**src/rtl/button_debounce.sv**
```systemverilog
// Push-button conditioner: 2-flop synchroniser, debounce FSM, long-press
// detection and auto-repeat. All outputs are registered.
module button_debounce #(
  parameter int ACTIVE_LOW      = 1,
  parameter int DEBOUNCE_CYCLES = 250000,
  parameter int LONG_CYCLES     = 12500000,
  parameter int REPEAT_CYCLES   = 2500000
) (
  input  logic clock,
  input  logic reset_n,
  input  logic btn_in,
  output logic press_pulse,
  output logic release_pulse,
  output logic held,
  output logic long_press,
  output logic repeat_pulse
);

  localparam int MAX_DL = (DEBOUNCE_CYCLES > LONG_CYCLES) ? DEBOUNCE_CYCLES : LONG_CYCLES;
  localparam int MAX_P  = (MAX_DL > REPEAT_CYCLES) ? MAX_DL : REPEAT_CYCLES;
  localparam int CW     = $clog2(MAX_P + 1);

  localparam logic [CW-1:0] DB_LAST   = CW'(DEBOUNCE_CYCLES - 1);
  localparam logic [CW-1:0] LONG_LAST = CW'(LONG_CYCLES - 1);
  localparam logic [CW-1:0] REP_LAST  = CW'(REPEAT_CYCLES - 1);
  localparam logic [CW-1:0] ONE       = CW'(1);
  localparam logic          SYNC_IDLE = (ACTIVE_LOW != 0);

  // Every period must be at least one cycle or the terminal counts underflow.
  if (DEBOUNCE_CYCLES < 1 || LONG_CYCLES < 1 || REPEAT_CYCLES < 1) begin : g_bad_param
    $error("button_debounce: all cycle parameters must be >= 1");
  end

  typedef enum logic [1:0] {
    S_IDLE,
    S_PRESS_WAIT,
    S_HELD,
    S_REL_WAIT
  } state_t;

  logic          r_sync1, r_sync2;
  logic          w_raw;
  state_t        r_state, w_state_nxt;
  logic [CW-1:0] r_db_cnt, w_db_nxt;
  logic [CW-1:0] r_hold_cnt, w_hold_nxt;
  logic [CW-1:0] r_rep_cnt, w_rep_nxt;
  logic          r_long, w_long_nxt;
  logic          w_press, w_rel, w_rep;
  logic          r_press_q, r_rel_q, r_rep_q;

  // Two-flop synchroniser; resets to the released pad level.
  always_ff @(posedge clock or negedge reset_n) begin
    if (!reset_n) begin
      r_sync1 <= SYNC_IDLE;
      r_sync2 <= SYNC_IDLE;
    end else begin
      r_sync1 <= btn_in;
      r_sync2 <= r_sync1;
    end
  end

  assign w_raw = (ACTIVE_LOW != 0) ? ~r_sync2 : r_sync2;

  // FSM state register.
  always_ff @(posedge clock or negedge reset_n) begin
    if (!reset_n) r_state <= S_IDLE;
    else          r_state <= w_state_nxt;
  end

  // Next-state, counter updates and event strobes.
  always_comb begin
    w_state_nxt = r_state;
    w_db_nxt    = r_db_cnt;
    w_hold_nxt  = r_hold_cnt;
    w_rep_nxt   = r_rep_cnt;
    w_long_nxt  = r_long;
    w_press     = 1'b0;
    w_rel       = 1'b0;
    w_rep       = 1'b0;
    case (r_state)
      S_IDLE: begin
        if (w_raw) begin
          w_state_nxt = S_PRESS_WAIT;
          w_db_nxt    = '0;
        end
      end
      S_PRESS_WAIT: begin
        if (!w_raw) begin
          w_state_nxt = S_IDLE;
        end else if (r_db_cnt == DB_LAST) begin
          w_state_nxt = S_HELD;
          w_press     = 1'b1;
          w_hold_nxt  = '0;
          w_rep_nxt   = '0;
          w_long_nxt  = 1'b0;
        end else begin
          w_db_nxt = r_db_cnt + ONE;
        end
      end
      S_HELD: begin
        if (!w_raw) begin
          w_state_nxt = S_REL_WAIT;
          w_db_nxt    = '0;
        end else if (!r_long) begin
          // hold_cnt parks at its terminal value once long_press is set
          if (r_hold_cnt == LONG_LAST) begin
            w_long_nxt = 1'b1;
            w_rep      = 1'b1;
            w_rep_nxt  = '0;
          end else begin
            w_hold_nxt = r_hold_cnt + ONE;
          end
        end else if (r_rep_cnt == REP_LAST) begin
          w_rep     = 1'b1;
          w_rep_nxt = '0;
        end else begin
          w_rep_nxt = r_rep_cnt + ONE;
        end
      end
      S_REL_WAIT: begin
        // hold/repeat counters stay frozen so a glitch resumes where it left off
        if (w_raw) begin
          w_state_nxt = S_HELD;
        end else if (r_db_cnt == DB_LAST) begin
          w_state_nxt = S_IDLE;
          w_rel       = 1'b1;
          w_long_nxt  = 1'b0;
        end else begin
          w_db_nxt = r_db_cnt + ONE;
        end
      end
      default: w_state_nxt = S_IDLE;
    endcase
  end

  // Counters, long-press flag and event capture.
  always_ff @(posedge clock or negedge reset_n) begin
    if (!reset_n) begin
      r_db_cnt   <= '0;
      r_hold_cnt <= '0;
      r_rep_cnt  <= '0;
      r_long     <= 1'b0;
      r_press_q  <= 1'b0;
      r_rel_q    <= 1'b0;
      r_rep_q    <= 1'b0;
    end else begin
      r_db_cnt   <= w_db_nxt;
      r_hold_cnt <= w_hold_nxt;
      r_rep_cnt  <= w_rep_nxt;
      r_long     <= w_long_nxt;
      r_press_q  <= w_press;
      r_rel_q    <= w_rel;
      r_rep_q    <= w_rep;
    end
  end

  // Output register stage: strobes and levels line up on the same edge.
  always_ff @(posedge clock or negedge reset_n) begin
    if (!reset_n) begin
      press_pulse   <= 1'b0;
      release_pulse <= 1'b0;
      repeat_pulse  <= 1'b0;
      held          <= 1'b0;
      long_press    <= 1'b0;
    end else begin
      press_pulse   <= r_press_q;
      release_pulse <= r_rel_q;
      repeat_pulse  <= r_rep_q;
      held          <= (r_state == S_HELD) || (r_state == S_REL_WAIT);
      long_press    <= r_long;
    end
  end

endmodule

```
**config.mk**
```make
export PLATFORM = sky130hd
export DESIGN_NAME = button_debounce
export DESIGN_NICKNAME = d
export VERILOG_FILES = /design/src/rtl/button_debounce.sv
export SDC_FILE = /design/constraint.sdc
export NUM_CORES = 1
export LEC_CHECK = 0
export ABC_CLOCK_PERIOD_IN_PS = 3600
export BUFFER_PORTS_ARGS = -buffer_cell sky130_fd_sc_hd__buf_2
export CORE_UTILIZATION = 45
export DETAILED_ROUTE_END_ITERATION = 16
export PLACE_DENSITY_LB_ADDON = 0.3
export REMOVE_ABC_BUFFERS = 1
export SETUP_SLACK_MARGIN = 0.3
export SYNTH_ARGS = -nofsm -noshare
export SYNTH_HDL_FRONTEND = slang
export SYNTH_SLANG_ARGS = --single-unit
```
**constraint.sdc**
```tcl
create_clock -name clock -period 3.6 [get_ports clock]
set_input_delay 0.54 -clock clock [delete_from_list [all_inputs] [get_ports clock]]
set_output_delay 0.54 -clock clock [all_outputs]
set_load 0.005 [all_outputs]
```
Word level (Yosys, flattened, before mapping)
Cells that the tools add are included.

operators by class
  $add $sub $neg = 3
  eq/ne operators = 17
  muxes and demuxes = 40
  reduce and logical (&&, ||, !) cells = 9

operators with widths
  cell                                             count
  2-to-1 mux 24 bit                                14
  one-hot mux 24 bit (2 select lines)              2
  one-hot mux 24 bit (4 select lines)              1
  adder 24 x 1 -> 24 bit, second input constant    3
  == test 24 x 18 -> 1 bit, second input constant  1
  == test 24 x 22 -> 1 bit, second input constant  1
  == test 24 bit, second input constant            1
  != test 2 bit, second input constant             8
  2-to-1 mux 1 bit                                 15
  2-to-1 mux 2 bit                                 6
  AND reduction 4 bit                              3
  != test 3 bit, second input constant             3
  one-hot mux 2 bit (4 select lines)               1
  AND reduction 6 bit                              1
  AND reduction 5 bit                              1
  == test 2 bit, second input constant             2
  one-hot mux 1 bit (3 select lines)               1
  nonzero test 3 bit                               1
  == test 2 x 1 -> 1 bit, second input constant    1
  zero test 2 bit                                  1
  nonzero test 2 bit                               1
  logical OR 1 bit                                 1

storage, ports and cells
  register bits = 85
  bits of input ports = 3
  output and inout bits = 5
  word-level logic and storage cells = 84

Longest topological paths before layout
Gate-level depths: netlist of the first run.

  depth in word-level cells = 5
  gate-level depth with buffers = 10
  depth with buffers taken out = 6

Worst setup path after synthesis of the first run
No wires, ideal clock.

  path kind = reg2reg
  start point = register r_db_cnt[21]
  end point = register r_rep_cnt[5]
  setup time = 0.126 ns
  arrival time = 2.566 ns
  data required time = 3.474 ns
  path slack = 0.908 ns
  stages on the path, launching flop included = 9
  path buffers = 3
  period minus slack after synthesis = 2.692 ns
  cells stage by stage = dfrtp_1 -> or4_1 -> or4_4 -> buf_6 -> or4_4 -> o21a_1 -> buf_6 -> buf_8 -> a221o_1

between the ends
  cells in the longest elaborated chain, start to end = 3

ends and longest elaborated chain
  what                                  RTL line  text
  start, declared                       44        logic [CW-1:0] r_db_cnt, w_db_nxt;
  start signal, assigned                147       r_db_cnt <= w_db_nxt;
  == test 24 x 18 -> 1 bit              90        end else if (r_db_cnt == DB_LAST) begin
  != test 2 bit (no source line)        n/a
  AND reduction 5 bit (no source line)  n/a
  end signal, assigned                  149       r_rep_cnt <= w_rep_nxt;
  end, declared                         46        logic [CW-1:0] r_rep_cnt, w_rep_nxt;

No other way between the ends.
A chain may end at the register's enable or synchronous reset.

Worst setup path after layout of the first run
  start point = register r_db_cnt[21]
  end point = register r_hold_cnt[15]

between the ends
  cells in the longest elaborated chain, start to end = 3

ends and longest elaborated chain
  what                                  RTL line  text
  == test 24 x 18 -> 1 bit              90
  != test 2 bit (no source line)        n/a
  AND reduction 6 bit (no source line)  n/a
  end signal, assigned                  148       r_hold_cnt <= w_hold_nxt;
  end, declared                         45        logic [CW-1:0] r_hold_cnt, w_hold_nxt;

No other way between the ends.

==> summary.txt, run 1 <==
Drt
  – Initial DRC Count: 227
  – Post-Route WL: 10000 um
  – DRT Pass-1 Iters: 5
  – Total number of vias: 3844
  – # DRC: 0
  – WL/cell: 15.9 um
  – Antenna viol nets, final: 0
  – Vias per cell: 6.09

Global route
  – Grt total ovfl: 0
  – Met3 Use GR: 4.14%
  – Met2 GRT Util: 30.7%
  – Initial antenna violation count: 0
  – Largest net degree at the start of global routing: 86
  – Global route hottest layer: met2
  – Total Routing Usage GR: 20.0%
  – Vias in the first global route: 3761
  – First-pass GRT wire length: 17800 um
  – M1 GR Usage: 28.1%

Min path
  – Hold depth: 1
  – Hold Crit Class: primary input to flop
  – Worst-case hold path end point: r_sync1
  – Critical hold path startpoint: btn_in

Setup path
  – Crit start category: flop
  – Worst EP required: 3.84 ns
  – Worst EP arrival: 3.24 ns
  – Crit-path leading delay family: simple AND/OR/NAND/NOR gates
  – CP dominant cell by count: or4_1
  – Crit path cell chain: or4_1 > or4_4 > or4_1 > and2_1 > a221o_1
  – Critical Path Fanout Max: 16
  – Worst R2R End: r_hold_cnt[15]
  – Element type at the critical path end: flop
  – FF-to-FF setup slack: 0.61 ns
  – WP buf/inv: 0
  – Crit path max-delay cell type: or4_1
  – Max incr delay on CP: 0.60 ns
  – Crit Path Category: flop to flop
  – Worst-case reg-to-reg path depth: 5
  – Reg-to-Reg Start: r_db_cnt[21]

Placement
  – Worst slack, placed: 0.590 ns
  – HPWL after DPL: 6560 um
  – GPL Wtd Cong: 0.773
  – IO buf count: 7

CTS
  – Cts bufs inserted: 9
  – Worst-path clk slew: 0.09 ns
  – Post-CTS Hold Buffers: 0
  – Sink Count: 85
  – Post-CTS setup buffers: 0
  – Clk_lat worst skew: 0.36 ns
  – Clock Path Buffers: 2
  – Cts repair resizes: 0
  – Clk root buf: clkbuf_8
  – Max H-tree Level: 3
  – CTS tree: yes

Synthesis
  – Register area share after synthesis: 45.5%
  – Mapped Cells: 496
  – Yosys reg bits: 85
  – Yosys top cell area share: 44.4%
  – Main synth FF type: dfrtp_1
  – Post-synthesis async set-or-reset flop share: 100%
  – Top cells by area, synth: dfrtp_1, nand3_1, nand2_1
  – Yosys top cell by area: dfrtp_1
  – Yosys cell types: 55
  – Number of synthesized flops with an enable pin: 0
  – Warnings from Yosys: 0
  – Top cells by count, synth: dfrtp_1, nand2_1, nand3_1, nor2_1, o21ai_0
  – Most numerous cell in the Yosys netlist: dfrtp_1
  – Syn Area/Cell: 9.43 um2
  – Synth Cell Area: 4680 um2

Cells and area
  – Ant diodes: 0
  – Area Growth Syn to Fin: 6.63%
  – Layout cell share with drive strength beyond 1: 8.84%
  – Filler Cells Inserted: 919
  – Nets: 499
  – Final Util: 50.3%

STA
  – Slew HR: 27.2%
  – Tmin final: 2.99 ns
  – Max Slew Vio Count: 0
  – RSZ-0062 raised after global routing: false
  – Max Fclk: 0.334 GHz
  – Tcrit/Tclk final: 83.2%
  – Worst Tran Pin Value: 1.09 ns
  – Final setup skew: 0.00560 ns
  – Min setup slack post-route: 0.606 ns
  – Final setup fails: 0
  – Final setup TNS: 0 ns
  – Fin. Hold Viols: 0

Pwr
  – Leakage power: 2.22 nW
  – VDD IR-drop max: 185 uV
  – Pwr/cell area: 346 nW/um2

Floorplan
  – I/O pin total: 8
  – Core area: 9910 um2
  – Initial Util: 47.2%
  – Die W: 104 um
  – Row cnt: 36
  – Die Span Y: 104 um
  – Die area: 10800 um2

Run status
  – Status: finished, final reports clean

Flow run
  – Max-cap violation count: 0
-- kinds of logic after synthesis --
| kind of cell | synth area share [%] |
|---|---|
| fa+ha+maj | 0.803 |
| flops | 45.5 |
| simple gates | 27.9 |
| xor+xnor | 2.06 |
| compound gates | 19.1 |
| buf+inv | 3.93 |
| mux | 0.669 |
-- stage by stage --
step | instances | cell area [um2] | power [mW] | hold slack (ns)
2_1_floorplan | 469 | 4540 | 1.01 | 0.244
3_3_place_gp | 615 | 4790 | 1.04 | 0.335
3_5_place_dp | 615 | 4790 | 1.05 | 0.335
4_1_cts | 631 | 4990 | 1.75 | 0.255
5_1_grt | 631 | 4990 | 1.80 | 0.244
6_report | 631 | 4990 | 1.73 | 0.272
-- power by group --
| group | total (mW) | internal [mW] | leakage [nW] | switching, mW |
|---|---|---|---|---|
| Sequential | 0.977 | 0.965 | 1.18 | 0.0119 |
| Clock | 0.699 | 0.341 | 0.0959 | 0.358 |
| Combinational | 0.0489 | 0.0131 | 0.952 | 0.0359 |
| Total | 1.73 | 1.32 | 2.22 | 0.406 |
-- cell usage in the layout (no fill, tap or decap), types with 4 or more instances in the layout --
cell	synthesis	final
nor4_1	14	14
xor2_1	10	10
clkbuf_8	0	10
a21o_1	6	6
inv_1	12	12
o21ai_0	24	24
or3_1	13	13
or2_2	7	7
a211o_1	13	13
and4_1	8	8
o2111ai_1	4	4
o211a_1	4	4
a221o_1	12	12
nand3_1	35	35
nor3_1	17	17
dfrtp_1	83	83
buf_4	0	7
and2_1	8	8
a22o_1	6	6
nand2_1	40	40
buf_2	3	6
nand4_1	18	18
and3_1	22	22
or4_1	4	4
a31oi_1	5	5
nor2_1	24	24
nor3b_1	6	6
a21oi_1	13	13
nand2b_1	4	4
o21a_1	5	5
o211ai_1	12	12
-- worst register-to-register path: stages (launching register included) --
cell and delay (ns):
dfrtp_1 0.42, or4_1 0.53, or4_4 0.50, or4_1 0.60, and2_1 0.41, a221o_1 0.43
-- how the worst max path moves through the flow --
stage / start / endpoint / depth (start not counted)
2_1_floorplan: flop / r_hold_cnt[2] / 5
4_1_cts: r_db_cnt[21] / r_hold_cnt[15] / 5
3_5_place_dp: r_db_cnt[21] / r_hold_cnt[15] / 5
5_1_grt: r_db_cnt[21] / r_hold_cnt[2] / 5
3_3_place_gp: r_db_cnt[21] / r_hold_cnt[2] / 5
6_report: r_db_cnt[21] / r_hold_cnt[15] / 5
-- sequential cells by signal, summed over array words and instances (netlist names), named ones only --
register	flops
held	1
long_press	1
r_hold_cnt	24
r_press_q	1
press_pulse	1
repeat_pulse	1
r_sync2	1
r_rep_q	1
r_state	1
release_pulse	1
r_db_cnt	24
r_rep_cnt	24
r_long	1
r_sync1	1
r_rel_q	1
-- metal layers --
metal	wire length [um]	vias up	part of all wire (%)
li1	-	1893	-
met1	4800	1867	48
met2	4730	76	47
met3	413	8	4.1
met4	74	0	0.74
met5	0	-	0
-- cell type report --
| cell class | instances | area, um2 | share of cell area [%] |
|---|---|---|---|
| well taps | 133 | 166 | 3.34 |
| inverters | 12 | 45.0 | 0.903 |
| flip-flops and latches | 85 | 2130 | 42.7 |
| clock buffers | 11 | 141 | 2.83 |
| clock inverters | 5 | 58.8 | 1.18 |
| repair buffers | 13 | 82.6 | 1.66 |
| multi-input cells | 372 | 2360 | 47.4 |
Note: power is estimated with default switching activity, not from simulation.
==> inputs of run 2 (changes only) <==
ABC_CLOCK_PERIOD_IN_PS = 2960   (was 3600)
clock period = 2.96 ns   (was 3.6 ns; I/O delays follow)
==> run 2 against run 1 <==
Against the previous run: maximum frequency is 18% higher; via count increased by 0.70%; register-to-register slack got worse by 0.19 ns; sequential cell count unchanged; worst setup slack worse by 0.19 ns; sequential power rose by 22%; clock-buffer cell count up 1; total power grew 22%; critical path depth stayed put; non-clock buffer count rose by 9.
==> summary.txt, run 2 (synthesized netlist as in run 1, its figures left out) <==
Run status
  – Status: finished, final reports clean

Cells and area
  – Final Instance Area: 5080 um2
  – Filler Cells Inserted: 933
  – Commonest non-fill, non-tap cell in the layout: dfrtp_1
  – Final Util: 51.3%
  – Area Growth Syn to Fin: 8.61%
  – Register area: 2130 um2
  – Most frequent cells in the layout: dfrtp_1, nand2_1, nand3_1
  – Ant diodes: 0
  – Nets: 508
  – Registers with the most flip-flops: r_db_cnt x24, r_hold_cnt x24, r_rep_cnt x24
  – Final cell count without fillers: 640
  – Layout cell share with drive strength beyond 1: 10.8%
  – Multi-input logic area: 2370 um2

CTS
  – CTS tree: yes
  – Clock Path Buffers: 2
  – Sink Count: 85
  – Worst-path clk slew: 0.09 ns
  – Clk root buf: clkbuf_8
  – Max H-tree Level: 3
  – Post-CTS Hold Buffers: 0
  – Cts bufs inserted: 9
  – Clk_lat worst skew: 0.36 ns

Flow run
  – Max-cap violation count: 0

Pwr
  – Net Switching: 0.475 mW
  – Leakage power: 2.28 nW
  – VDD IR-drop max: 301 uV
  – Sw Ratio: 22.6%
  – Combinational share of power: 3.0%
  – Pwr/cell area: 414 nW/um2
  – Internal power: 1.63 mW
  – Portion of total power attributed to sequential cells: 56.5%
  – Clock power share: 40.5%

Floorplan
  – Core area: 9910 um2
  – I/O pin total: 8
  – Initial Util: 47.2%
  – Die Span Y: 104 um
  – Die W: 104 um
  – Die area: 10800 um2
  – Row cnt: 36

Drt
  – # DRC: 0
  – Antenna viol nets, final: 0
  – Initial DRC Count: 242
  – DRT Pass-1 Iters: 5
  – Vias per cell: 6.05
  – Total number of vias: 3871
  – Post-Route WL: 9960 um
  – WL/cell: 15.6 um

Placement
  – GPL Wtd Cong: 0.819
  – Worst slack, placed: 0.209 ns
  – IO buf count: 7
  – Placed cell areas: 4870 um2
  – Dpl cells: 624
  – HPWL after DPL: 6570 um

Global route
  – First-pass GRT wire length: 17600 um
  – Met2 GRT Util: 31.2%
  – Total Routing Usage GR: 19.9%
  – Vias in the first global route: 3694
  – M1 GR Usage: 27.5%
  – Met3 Use GR: 3.76%
  – Largest net degree at the start of global routing: 86
  – Initial antenna violation count: 0
  – Grt total ovfl: 0
  – Global route hottest layer: met2

Setup path
  – Worst-case reg-to-reg path depth: 5
  – Crit start category: flop
  – Worst EP arrival: 2.79 ns
  – Worst EP required: 3.21 ns
  – Critical Path Fanout Max: 17
  – Reg-to-Reg Start: r_db_cnt[21]
  – FF-to-FF setup slack: 0.42 ns
  – Worst R2R End: r_rep_cnt[13]
  – Element type at the critical path end: flop
  – Crit Path Category: flop to flop

STA
  – Worst Tran Pin Value: 0.747 ns
  – Slew HR: 49.9%
  – Max Slew Vio Count: 0
  – Tcrit/Tclk final: 85.8%
  – Tmin final: 2.54 ns
  – Fin. Hold Viols: 0
  – Min setup slack post-route: 0.420 ns
  – Final setup skew: 0.0118 ns
  – Hold WS: 0.111 ns
  – Final setup fails: 0
  – Max Fclk: 0.394 GHz
  – RSZ-0062 raised after global routing: false

Min path
  – Hold Crit Class: primary input to async pin
## run 2: cell types whose count changed in the layout (fill, tap and decap cells not counted), sizes merged
cell | previous run | this run
clkinv | 1 | 2
buf | 13 | 22
inv | 13 | 12
clkbuf | 11 | 12
clkinvlp | 2 | 1
## run 2: power groups by stage
stage	clock, mW	combinational, mW	sequential (mW)
global placement	0	0.0650	1.21
detailed placement	0	0.0669	1.21
CTS	0.877	0.0668	1.19
floorplan	0	0.0249	1.21
global route	0.914	0.0750	1.19
finish	0.852	0.0638	1.19
## run 2: stage by stage
step / setup TNS, ns / total power [mW]
2_1_floorplan: -0.0468 / 1.23
3_3_place_gp: 0 / 1.27
3_5_place_dp: 0 / 1.28
4_1_cts: 0 / 2.13
5_1_grt: 0 / 2.18
6_report: 0 / 2.10
## run 2: cell type report
class	count	share of cell area (%)
Clock buffer	12	3.05
Clock inverter	4	0.936
Inverter	12	0.887
Multi-Input combinational cell	372	46.7
Sequential cell	85	41.9
Tap cell	133	3.28
Timing Repair Buffer	22	3.20
## run 2: metal layers
layer | up-vias | wire length [um]
met5 | - | 0
met4 | 0 | 154
met3 | 12 | 342
met2 | 68 | 4620
met1 | 1879 | 4840
li1 | 1912 | -
## run 2: worst max path at each step
stage	start	to	slack (ns)	cells after the start
after detailed placement	r_db_cnt[21]	r_rep_cnt[13]	0.21	5
after floorplan	flop	r_hold_cnt[2]	-0.02	5
final	r_db_cnt[21]	r_rep_cnt[13]	0.42	5
after global routing	r_hold_cnt[9]	r_rep_cnt[16]	0.32	6
after global placement	r_db_cnt[21]	r_rep_cnt[13]	0.23	5
after CTS	r_db_cnt[21]	r_hold_cnt[2]	0.33	5
## run 2: repair_timing
item                       in CTS  in global routing
setup endpoints to repair      22                  4
resized for setup               2                  2
buffers inserted                0                  0
pin swaps                       0                  0
## run 2: critical path, cell delays in order (launching register included)
cell	delay, ns
dfrtp_1	0.42
or4_1	0.54
or4_4	0.43
or4_4	0.44
o21a_4	0.21
a221o_2	0.40
==> inputs of run 3 (changes only) <==
ABC_AREA = 1   (was default)
==> run 3 against run 2 <==
Against the previous run: sequential power about the same; wire length up 19%; final area up 17%; maximum frequency up 21%; first-iteration DRC count up 54%; critical endpoint is now r_rep_cnt[18]; largest power group unchanged.
==> summary.txt, run 3 <==
STA
  – RSZ-0062 raised after global routing: false
  – Max Fclk: 0.474 GHz
  – Worst Tran Pin Value: 0.801 ns
  – Fin. Hold Viols: 0
  – Final setup TNS: 0 ns
  – Tmin final: 2.11 ns
  – Slew HR: 46.4%
  – Tcrit/Tclk final: 71.2%
  – Max Slew Vio Count: 0
  – Hold WS: 0.0914 ns
  – Final setup fails: 0
  – Final setup skew: 0.0108 ns

Placement
  – HPWL after DPL: 8440 um
  – IO buf count: 7
  – GPL Wtd Cong: 0.876

Synthesis
  – Yosys reg bits: 85
  – Syn Area/Cell: 6.64 um2
  – Yosys cell types: 36
  – Yosys top cell area share: 37.3%
  – Yosys top cell by area: dfrtp_1
  – Most numerous cell in the Yosys netlist: nand2_1
  – Mapped Cells: 837
  – Top cells by count, synth: nand2_1, nor2_1, dfrtp_1, inv_1, nand3_1
  – Register area share after synthesis: 38.3%
  – Warnings from Yosys: 0
  – Post-synthesis async set-or-reset flop share: 100%
  – Main synth FF type: dfrtp_1
  – Synth Cell Area: 5560 um2
  – Top cells by area, synth: dfrtp_1, nand2_1, nor2_1
  – Number of synthesized flops with an enable pin: 0

Floorplan
  – I/O pin total: 8
  – Die area: 12800 um2
  – Core area: 12000 um2
  – Die W: 113 um
  – Row cnt: 40
  – Die Span Y: 113 um
  – Initial Util: 46.3%

Drt
  – Total number of vias: 4812
  – # DRC: 0
  – Post-Route WL: 11900 um
  – Vias per cell: 4.85
  – DRT Pass-1 Iters: 5
  – WL/cell: 12.0 um
  – Antenna viol nets, final: 0
  – Initial DRC Count: 373

CTS
  – Post-CTS setup buffers: 0
  – Clock Path Buffers: 2
  – CTS tree: yes
  – Sink Count: 85
  – Cts bufs inserted: 9
  – Max H-tree Level: 3
  – Post-CTS Hold Buffers: 0
  – Clk root buf: clkbuf_16
  – Cts repair resizes: 0
  – Worst-path clk slew: 0.06 ns
  – Clk_lat worst skew: 0.35 ns

Setup path
  – Crit Path Category: flop to flop
  – Max incr delay on CP: 0.60 ns
  – Crit-path leading delay family: simple AND/OR/NAND/NOR gates
  – WP buf/inv: 0
  – Crit path cell chain: ha_1 > nand2_1 > nor2_1 > nand2_1 > nor2_1 > nand2_1 > nand2_1 > nor2_1 > nand2_1 > nand2_1
  – CP dominant cell by count: nand2_1
  – Crit path max-delay cell type: nand2_1
  – Element type at the critical path end: flop
  – Crit start category: flop
  – Worst EP required: 3.19 ns
  – Critical Path Fanout Max: 23
  – FF-to-FF setup slack: 0.85 ns
  – Worst EP arrival: 2.34 ns

Global route
  – Initial antenna violation count: 0
  – Largest net degree at the start of global routing: 45
  – Grt total ovfl: 0
  – Vias in the first global route: 4408
  – Total Routing Usage GR: 20.3%
  – First-pass GRT wire length: 21000 um

Pwr
  – Portion of total power attributed to sequential cells: 49.1%
  – Sw Ratio: 23.2%
  – Clock power share: 47.1%
  – Pwr/cell area: 403 nW/um2
  – Combinational share of power: 3.8%
  – Net Switching: 0.557 mW
  – VDD IR-drop max: 212 uV
  – Design Power: 2.40 mW
  – Internal power: 1.84 mW
  – Leakage power: 2.67 nW

Run status
  – Status: finished, final reports clean

Cells and area
  – Commonest non-fill, non-tap cell in the layout: nand2_1
  – Ant diodes: 0
  – Multi-input logic area: 3040 um2
  – Register area: 2130 um2
  – Area Growth Syn to Fin: 7.20%
  – Nets: 847
  – Most frequent cells in the layout: nand2_1, nor2_1, dfrtp_1
  – Layout cell share with drive strength beyond 1: 6.74%
  – Registers with the most flip-flops: r_db_cnt x24, r_hold_cnt x24, r_rep_cnt x24
  – Filler Cells Inserted: 1249

Min path
  – Hold Crit Class: primary input to async pin

Flow run
  – Max-cap violation count: 0
[run 3: worst paths after layout]
kind,depth (start not counted),start,end
worst min-delay path,1,reset_n,r_rep_cnt[23]
worst min register to register,0,r_press_q,press_pulse
worst max-delay path,10,r_rep_cnt[0],r_rep_cnt[18]
worst max register to register,10,r_rep_cnt[0],r_rep_cnt[18]
min in group clock,1,btn_in,r_sync1
max in group asynchronous,2,reset_n,r_sync1
[run 3: power by group through the flow]
stage	Sequential, mW	Clock [mW]	Combinational (mW)
final	1.18	1.13	0.0920
after global routing	1.18	1.19	0.106
after CTS	1.18	1.16	0.0959
after detailed placement	1.20	0	0.0958
after global placement	1.20	0	0.0944
after floorplan	1.20	0	0.0496
[run 3: worst register-to-register path: cells and delay by family (launching register included)]
kind	cells	cell delay, ns
and+or+nand+nor	9	1.34
DFF	1	0.38
adders and majority gates	1	0.27
[run 3: cell families after synthesis]
logic type	Yosys count	share of synthesized area [%]
simple gates	604	45.0
compound gates	23	2.47
flops	85	38.3
buf+inv	81	7.06
xor+xnor	41	6.46
fa+ha+maj	3	0.675
[run 3: final cells by class]
type | count | area share [%]
Clock inverter | 6 | 1.07
Sequential cell | 85 | 35.7
Tap cell | 147 | 3.08
Multi-Input combinational cell | 671 | 51.0
Timing Repair Buffer | 9 | 1.09
Clock buffer | 10 | 3.84
Inverter | 65 | 4.22
[run 3: layer usage]
layer	share of wire [%]	up-vias	GRT usage [%]
met5	0	-	0
met4	2.0	0	7.89
met3	3.7	18	3.21
met2	45	80	31.9
met1	49	2147	28.1
li1	-	2567	-
[run 3: metrics by stage]
stage                     setup slack, ns  std cells  utilization, %  instance area (um2)
after floorplan                      1.25        821               -                 5420
after global placement              0.944        977            47.2                 5670
after detailed placement            0.892        977            47.2                 5670
after CTS                           0.860        993            49.6                 5960
after global routing                0.583        993            49.6                 5960
final                               0.852        993            49.6                 5960
